--- src/rtl/booth_r4_seq_multiplier.sv ---
// booth_r4_seq_multiplier
//   Iterative signed radix-4 Booth multiplier. One overlapping multiplier
//   triplet is recoded per RUN cycle into SNGL/DBL/NEG. The matching partial
//   product row (0, +-M, +-2M) is shifted into place and added into a 2N-bit
//   accumulator, so a product takes N/2 iterations.
// Ports
//   CLK, RST       rising-edge clock, asynchronous active-high reset
//   Start          request, sampled only in IDLE (with both operands)
//   Multiplicand   signed M, N bits
//   Multiplier     signed Y, N bits
//   Busy           high while iterating
//   Done           one-cycle pulse when Product is updated
//   Product        signed M*Y, 2N bits, held until the next completion
//   SNGL/DBL/NEG   Booth recoding of the current triplet, 0 when not Busy
module booth_r4_seq_multiplier #(
  parameter int N = 8
) (
  input  logic           CLK,
  input  logic           RST,
  input  logic           Start,
  input  logic [N-1:0]   Multiplicand,
  input  logic [N-1:0]   Multiplier,
  output logic           Busy,
  output logic           Done,
  output logic [2*N-1:0] Product,
  output logic           SNGL,
  output logic           DBL,
  output logic           NEG
);

  localparam int HALF = N / 2;
  localparam int CW   = (HALF > 1) ? $clog2(HALF) : 1;
  localparam logic [CW-1:0] LAST = CW'(HALF - 1);

  typedef enum logic {IDLE, RUN} state_t;

  state_t         state;
  logic [N-1:0]   m;
  logic [N:0]     sr;      // {Y, 1'b0}, consumed two bits per iteration
  logic [2*N-1:0] acc;
  logic [CW-1:0]  cnt;

  logic           b2, b1, b0;
  logic           sngl_raw, dbl_raw, neg_raw;
  logic [2*N-1:0] m_ext, row_sel, row, row_sh, acc_next;

  assign {b2, b1, b0} = sr[2:0];

  assign sngl_raw = b1 ^ b0;
  assign dbl_raw  = (b2 & ~b1 & ~b0) | (~b2 & b1 & b0);
  // 111 selects a zero row, so it is left positive.
  assign neg_raw  = b2 & ~(b1 & b0);

  assign SNGL = Busy & sngl_raw;
  assign DBL  = Busy & dbl_raw;
  assign NEG  = Busy & neg_raw;

  // Row is built in 2N bits so 2M of the most negative M cannot overflow.
  always_comb begin
    m_ext    = {{N{m[N-1]}}, m};
    row_sel  = sngl_raw ? m_ext : (dbl_raw ? (m_ext << 1) : '0);
    row      = neg_raw ? (-row_sel) : row_sel;
    row_sh   = row << {cnt, 1'b0};
    acc_next = acc + row_sh;
  end

  always_ff @(posedge CLK or posedge RST) begin
    if (RST) begin
      state   <= IDLE;
      m       <= '0;
      sr      <= '0;
      acc     <= '0;
      cnt     <= '0;
      Busy    <= 1'b0;
      Done    <= 1'b0;
      Product <= '0;
    end else begin
      Done <= 1'b0;
      case (state)
        IDLE: begin
          if (Start) begin
            m     <= Multiplicand;
            sr    <= {Multiplier, 1'b0};
            acc   <= '0;
            cnt   <= '0;
            Busy  <= 1'b1;
            state <= RUN;
          end
        end
        RUN: begin
          acc <= acc_next;
          sr  <= {sr[N], sr[N], sr[N:2]};   // arithmetic shift by 2
          cnt <= cnt + CW'(1);
          if (cnt == LAST) begin
            Product <= acc_next;
            Done    <= 1'b1;
            Busy    <= 1'b0;
            state   <= IDLE;
          end
        end
        default: state <= IDLE;
      endcase
    end
  end

endmodule

--- config.mk ---
export PLATFORM = sky130hd
export DESIGN_NAME = booth_r4_seq_multiplier
export DESIGN_NICKNAME = d
export VERILOG_FILES = /design/src/rtl/booth_r4_seq_multiplier.sv
export SDC_FILE = /design/constraint.sdc
export NUM_CORES = 1
export LEC_CHECK = 0
export ABC_CLOCK_PERIOD_IN_PS = 6100
export BUFFER_PORTS_ARGS = -buffer_cell sky130_fd_sc_hd__buf_2
export CAP_MARGIN = 20
export CORE_AREA = 5 5 94 78
export CTS_BUF_LIST = sky130_fd_sc_hd__clkbuf_8
export DETAILED_ROUTE_END_ITERATION = 12
export DIE_AREA = 0 0 99 83
export PLACE_DENSITY = 0.78
export SLEW_MARGIN = 20
export SYNTH_ARGS = -nofsm -noshare
export SYNTH_HDL_FRONTEND = slang
export SYNTH_SLANG_ARGS = --single-unit
export TNS_END_PERCENT = 20
--- constraint.sdc ---
create_clock -name CLK -period 6.1 [get_ports CLK]
set_input_delay 0.305 -clock CLK [delete_from_list [all_inputs] [get_ports CLK]]
set_output_delay 0.305 -clock CLK [all_outputs]
set_load 0.005 [all_outputs]
==> results of run 1 <==
## layer usage
layer | part of all wire, % | up-vias
met5 | 0 | -
met2 | 42 | 109
li1 | - | 1528
met4 | 1.4 | 0
met1 | 49 | 1494
met3 | 6.7 | 17
## critical path: stages (launching register included)
cell       delay (ns)
dfrtp_1          0.45
and3b_1          0.31
nor2_1           0.30
a2bb2oi_1        0.26
ha_1             0.29
or3b_1           0.45
nor3b_4          0.32
o311ai_0         0.18
o22ai_1          0.25
mux2i_1          0.11
a211o_1          0.33
ha_1             0.36
a21oi_1          0.21
nand2_1          0.07
o41ai_1          0.55
o21ai_0          0.24
xor2_1           0.20
mux2_2           0.27
## per-stage QoR
step                instances  setup slack (ns)  hold WS (ns)
CTS                       512             0.875         0.188
finish                    512             0.833         0.166
detailed placement        505             0.917         0.471
floorplan                 400              1.40         0.422
global route              512             0.359         0.214
global placement          505              1.00         0.466
## state kept, by name (all words and copies together) (netlist names)
signal,count
Product,16
acc,16
sr,9
m,8
cnt,2
Busy,1
Done,1
state,1
## layout by cell type (no fill, tap or decap), types with 9 or more instances in the layout
cell type   n
nor2_1     25
a21oi_1    29
dfrtp_1    54
mux2i_1    14
nor3_1     10
mux2_2     25
o21ai_0    36
ha_1       20
a22o_1     10
nand2_1    43
buf_2      39
xnor2_1     9
## final timing paths
kind | endpoint | start | slack [ns] | cells after the start
hold reg to reg | sr[1] | sr[3] | 0.50 | 2
hold / removal | acc[1] | RST | 0.17 | 3
setup / recovery | Product[12] | sr[0] | 0.83 | 17
setup reg to reg | Product[12] | sr[0] | 0.83 | 17
min in group CLK | m[3] | Multiplicand[3] | 0.19 | 3
max in group asynchronous | Busy | RST | 5.49 | 3
## layout make-up
type                            count  area [um2]
Clock buffer                        5        68.8
Clock inverter                      2        13.8
Fill cell                         522        2230
Inverter                            8        30.0
Multi-Input combinational cell    318        2270
Sequential cell                    54        1350
Tap cell                           84         105
Timing Repair Buffer               41         210
## kinds of logic after synthesis
| group | count (synthesis) |
|---|---|
| simple gates | 117 |
| xor+xnor | 17 |
| fa+ha+maj | 21 |
| buf+inv | 28 |
| compound gates | 124 |
| mux | 39 |
| flops | 54 |
==> reports/metrics.csv, run 1 <==
stage,metric,value,unit
timing,Worst-Margin Slew,0.986,ns
synth,Post-Synth Adder-Cell Area,7.25,%
synth,post-synth top area cell,dfrtp_1,
timing,# setup viols final,0,
global_route,met3 global-route usage,3.94,%
global_route,first-pass GRT wire length,15.2,mm
floorplanning,Die X-Extent,99,um
worst_setup_path,CP arrival,5.48,ns
timing,post-layout min period,5.27,ns
layout,Final Util,64.4,%
clocking,setup bufs post-CTS,0,
run_status,run status,finished clean,
synth,largest family of logic cells by synthesized area,compound AO/OA/AOI/OAI gates,
place,placed inst area,3960,um2
global_route,M1 GR Usage,33.4,%
worst_setup_path,crit path capture type,register,
floorplanning,I/O pin count,40,
clocking,Clock Tree Buf Depth,2,
timing,Slew HR,34.3,%
synth,Post-synth ARST share,100,%
clocking,CTS tree,yes,
synth,Synth area leaders,"dfrtp_1 36%, mux2_2 7.6%, ha_1 6.7%, o21ai_0 4.8%, nand2_1 4.3%",
synth,register area share after synthesis,36.2,%
drt,DR vias/cell,6.15,
clocking,clk_lat worst skew,0.32,ns
synth,Cells after Synth,400,
timing,RSZ-0062 raised after global routing,false,
global_route,Most Crowded Layer GR,met1,
timing,max frequency,190,MHz
synth,most common cell in the netlist,dfrtp_1,
layout,P&R area growth vs syn,8.49,%
clocking,clk root buf,clkbuf_8,
synth,post-synthesis simple-gate area fraction,16.0,%
clocking,# clock sinks,54,
timing,setup TNS,0,ns
clocking,TritonCTS buffer count,5,
synth,Mean Syn Cell Area,9.32,um2
synth,Synth Area in XOR/XNOR,4.36,%
synth,synthesized flop and latch total,54,
synth,"EDFF count, synth",0,
layout,final instance area,4050,um2
drt,WL/cell,16.9,um
synth,yosys warns,0,
worst_setup_path,Setup Crit Path Kind,register to register,
clocking,CTS Hold Buffers Added,0,
synth,Commonest cells post-synth,"54 x dfrtp_1, 43 x nand2_1, 36 x o21ai_0",
synth,Syn Nets,440,
clocking,clock-pin slew on the worst setup and hold paths,0.10,ns
place,DPL Wire Length,6.42,mm
global_route,largest net degree at the start of global routing,55,
synth,predominant post-synthesis flop cell,dfrtp_1,
synth,mux cell area share after synthesis,11.3,%
synth,Synth cell types,60,
drt,DRT Pass-1 Iters,6,
drt,Antenna Nets Post-Route,0,
clocking,post-cts resize count,0,
floorplanning,site row count,26,
global_route,GRT overflow,0,
job,total of max-cap violations,0,
drt,via count,3148,
floorplanning,core region area,6280,um2
global_route,initial antenna violation count,0,
floorplanning,die footprint,8220,um2
global_route,GRT Overall Usage,22.0,%
layout,final net count,468,
timing,clock skew,0.00745,ns
drt,initial drt markers,243,
layout,layout cells sized above 1,19.2,%
place,Port Buffers,39,
global_route,number of global-route vias before repair,3024,
synth,Yosys top cell area share,36.2,%
place,GP Congestion,0.943,
drt,DRC errors left,0,
timing,Pins Over Slew Limit,0,
timing,Tcrit/Tclk final,86.3,%
drt,WL final,8.64,mm
synth,cell area after synthesis,3730,um2
worst_setup_path,Critical Path Fanout Max,8,
floorplanning,die height,83,um
worst_setup_path,crit start category,register,
floorplanning,starting density of the core,59.4,%
min_path,HP Class,input pin to asynchronous set/reset pin,
synth,Synth Area in Compound Gates,21.7,%
layout,Antenna Cells,0,
global_route,GR Layer Usage met2,32.2,%
clocking,CTS H-tree depth,2,
worst_setup_path,critical path required time,6.31,ns
timing,Fin. Hold Viols,0,
Power of run 1 is not shown: default switching activity piles up to over one toggle a cycle in this logic, so the estimate is an artifact.
==> run 2, diff against run 1 <==
MAX_ROUTING_LAYER = met4   (was unset)
REMOVE_ABC_BUFFERS = 1   (was unset)
SETUP_SLACK_MARGIN = 0.15   (was unset)
==> reports/metrics.csv, run 2 (synthesis results as in run 1) <==
stage,metric,value,unit,change
min_path,HP Class,input pin to asynchronous set/reset pin,,unchanged
worst_setup_path,reg2reg end,Product[12],,unchanged
timing,Pins Over Slew Limit,0,,unchanged
worst_setup_path,crit path to,Product[12],,unchanged
drt,DRC errors left,0,,unchanged
drt,Antenna Nets Post-Route,0,,unchanged
worst_setup_path,FF-to-FF Start,sr[0],,unchanged
timing,RSZ-0062 raised after global routing,false,,unchanged
floorplanning,site row count,26,,unchanged
timing,# setup viols final,0,,unchanged
timing,clock skew,0.0136,ns,was 0.00745 ns
timing,Slew HR,31.5,%,was 34.3%
global_route,GRT overflow,0,,unchanged
global_route,largest net degree at the start of global routing,55,,unchanged
clocking,clk root buf,clkbuf_8,,unchanged
clocking,CTS tree,yes,,unchanged
place,Port Buffers,39,,unchanged
layout,highest-count cells in the layout ignoring fill and taps,"54 x dfrtp_1, 43 x nand2_1, 39 x buf_2, 36 x o21ai_0, 29 x a21oi_1",,unchanged
worst_setup_path,crit path capture type,register,,unchanged
worst_setup_path,slack of the worst reg-to-reg path,0.69,ns,was 0.83 ns
clocking,post-cts resize count,0,,unchanged
clocking,TritonCTS buffer count,5,,unchanged
drt,via count,3168,,was 3148
worst_setup_path,critical path required time,6.32,ns,was 6.31 ns
timing,post-layout min period,5.41,ns,was 5.27 ns
run_status,run status,finished clean,,unchanged
floorplanning,Die X-Extent,99,um,unchanged
floorplanning,I/O pin count,40,,unchanged
clocking,Clock Tree Buf Depth,2,,unchanged
drt,WL/cell,17.0,um,was 16.9 um
global_route,first-pass GRT wire length,15.1,mm,was 15.2 mm
worst_setup_path,Critical Path Start,sr[0],,unchanged
layout,fin cells,512,,unchanged
timing,Tcrit/Tclk final,88.6,%,was 86.3%
timing,Worst-Margin Slew,1.02,ns,was 0.986 ns
clocking,# clock sinks,54,,unchanged
worst_setup_path,Setup Crit Path Kind,register to register,,unchanged
drt,initial drt markers,226,,was 243
drt,DRT Pass-1 Iters,5,,was 6
floorplanning,starting density of the core,59.4,%,unchanged
floorplanning,die height,83,um,unchanged
floorplanning,core region area,6280,um2,unchanged
timing,max frequency,185,MHz,was 190 MHz
worst_setup_path,CP arrival,5.63,ns,was 5.48 ns
place,DPL Wire Length,6.42,mm,about the same
clocking,setup bufs post-CTS,0,,unchanged
layout,P&R area growth vs syn,8.42,%,was 8.49%
clocking,CTS H-tree depth,2,,unchanged
timing,Fin. Hold Viols,0,,unchanged
layout,final net count,468,,unchanged
worst_setup_path,crit start category,register,,unchanged
global_route,number of global-route vias before repair,3008,,was 3024
layout,layout cells sized above 1,18.9,%,was 19.2%
clocking,CTS Hold Buffers Added,0,,unchanged
drt,DR vias/cell,6.19,,was 6.15
layout,"commonest non-fill, non-tap cell in the layout",dfrtp_1,,unchanged
clocking,clock-pin slew on the worst setup and hold paths,0.11,ns,was 0.10 ns
layout,Antenna Cells,0,,unchanged
worst_setup_path,Critical Path Fanout Max,8,,unchanged
global_route,initial antenna violation count,0,,unchanged
global_route,GRT Overall Usage,22.7,%,was 22.0%
layout,biggest regs,"Product: 16 flops, acc: 16 flops, sr: 9 flops",,unchanged
clocking,clk_lat worst skew,0.32,ns,about the same
worst_setup_path,Reg2Reg Depth,17,,unchanged
drt,WL final,8.71,mm,was 8.64 mm
place,cell count after placement,505,,unchanged
job,total of max-cap violations,0,,unchanged
floorplanning,die footprint,8220,um2,unchanged
timing,setup TNS,0,ns,unchanged
place,GP Congestion,0.937,,was 0.943
run 2: stage by stage:
stage	hold slack [ns]	worst slack [ns]	instance area, um2	util (%)
2_1_floorplan	0.394	1.21	3640	-
3_3_place_gp	0.463	0.869	3960	63.1
3_5_place_dp	0.477	0.780	3960	63.1
4_1_cts	0.190	0.751	4040	64.4
5_1_grt	0.205	0.204	4040	64.4
6_report	0.166	0.693	4040	64.4
run 2: metal layers:
metal  part of all wire [%]  vias to the layer above  global-route usage, %
met4                   0.91                        0                   4.09
met5                      0                        -                      -
met2                     44                      121                   31.0
li1                       -                     1525                      -
met1                     48                     1512                   34.7
met3                    7.2                       10                   5.11
run 2: worst min path at each step:
stage | to | startpoint | slack, ns | cells past startpoint
2_1_floorplan | acc[2] | Start | 0.39 | 1
3_3_place_gp | Product[10] | Product[10] | 0.46 | 2
3_5_place_dp | sr[5] | sr[7] | 0.48 | 2
4_1_cts | acc[2] | RST | 0.19 | 3
5_1_grt | sr[8] | Multiplier[7] | 0.21 | 2
6_report | acc[2] | RST | 0.17 | 3
run 2: critical path, stage by stage (launching register included):
cell and delay (ns):
dfrtp_1 0.45, and3b_1 0.32, nor2_1 0.33, a2bb2oi_1 0.27, ha_1 0.28, or3b_1 0.45
nor3b_4 0.32, o311ai_0 0.18, o22ai_1 0.34, mux2i_1 0.12, a211o_1 0.33, ha_1 0.36
a21oi_1 0.22, nand2_1 0.07, o41ai_1 0.59, o21ai_0 0.22, xor2_1 0.19, mux2_2 0.27
run 2: layout make-up:
| type | count | area [um2] |
|---|---|---|
| clock buffer | 5 | 68.8 |
| clock inverter | 2 | 13.8 |
| timing repair buffer | 41 | 210 |
| inverter | 8 | 30.0 |
| tap | 84 | 105 |
| sequential | 54 | 1350 |
| fill | 519 | 2240 |
| multi-input combinational | 318 | 2260 |
Power of run 2 is left out for the same reason.
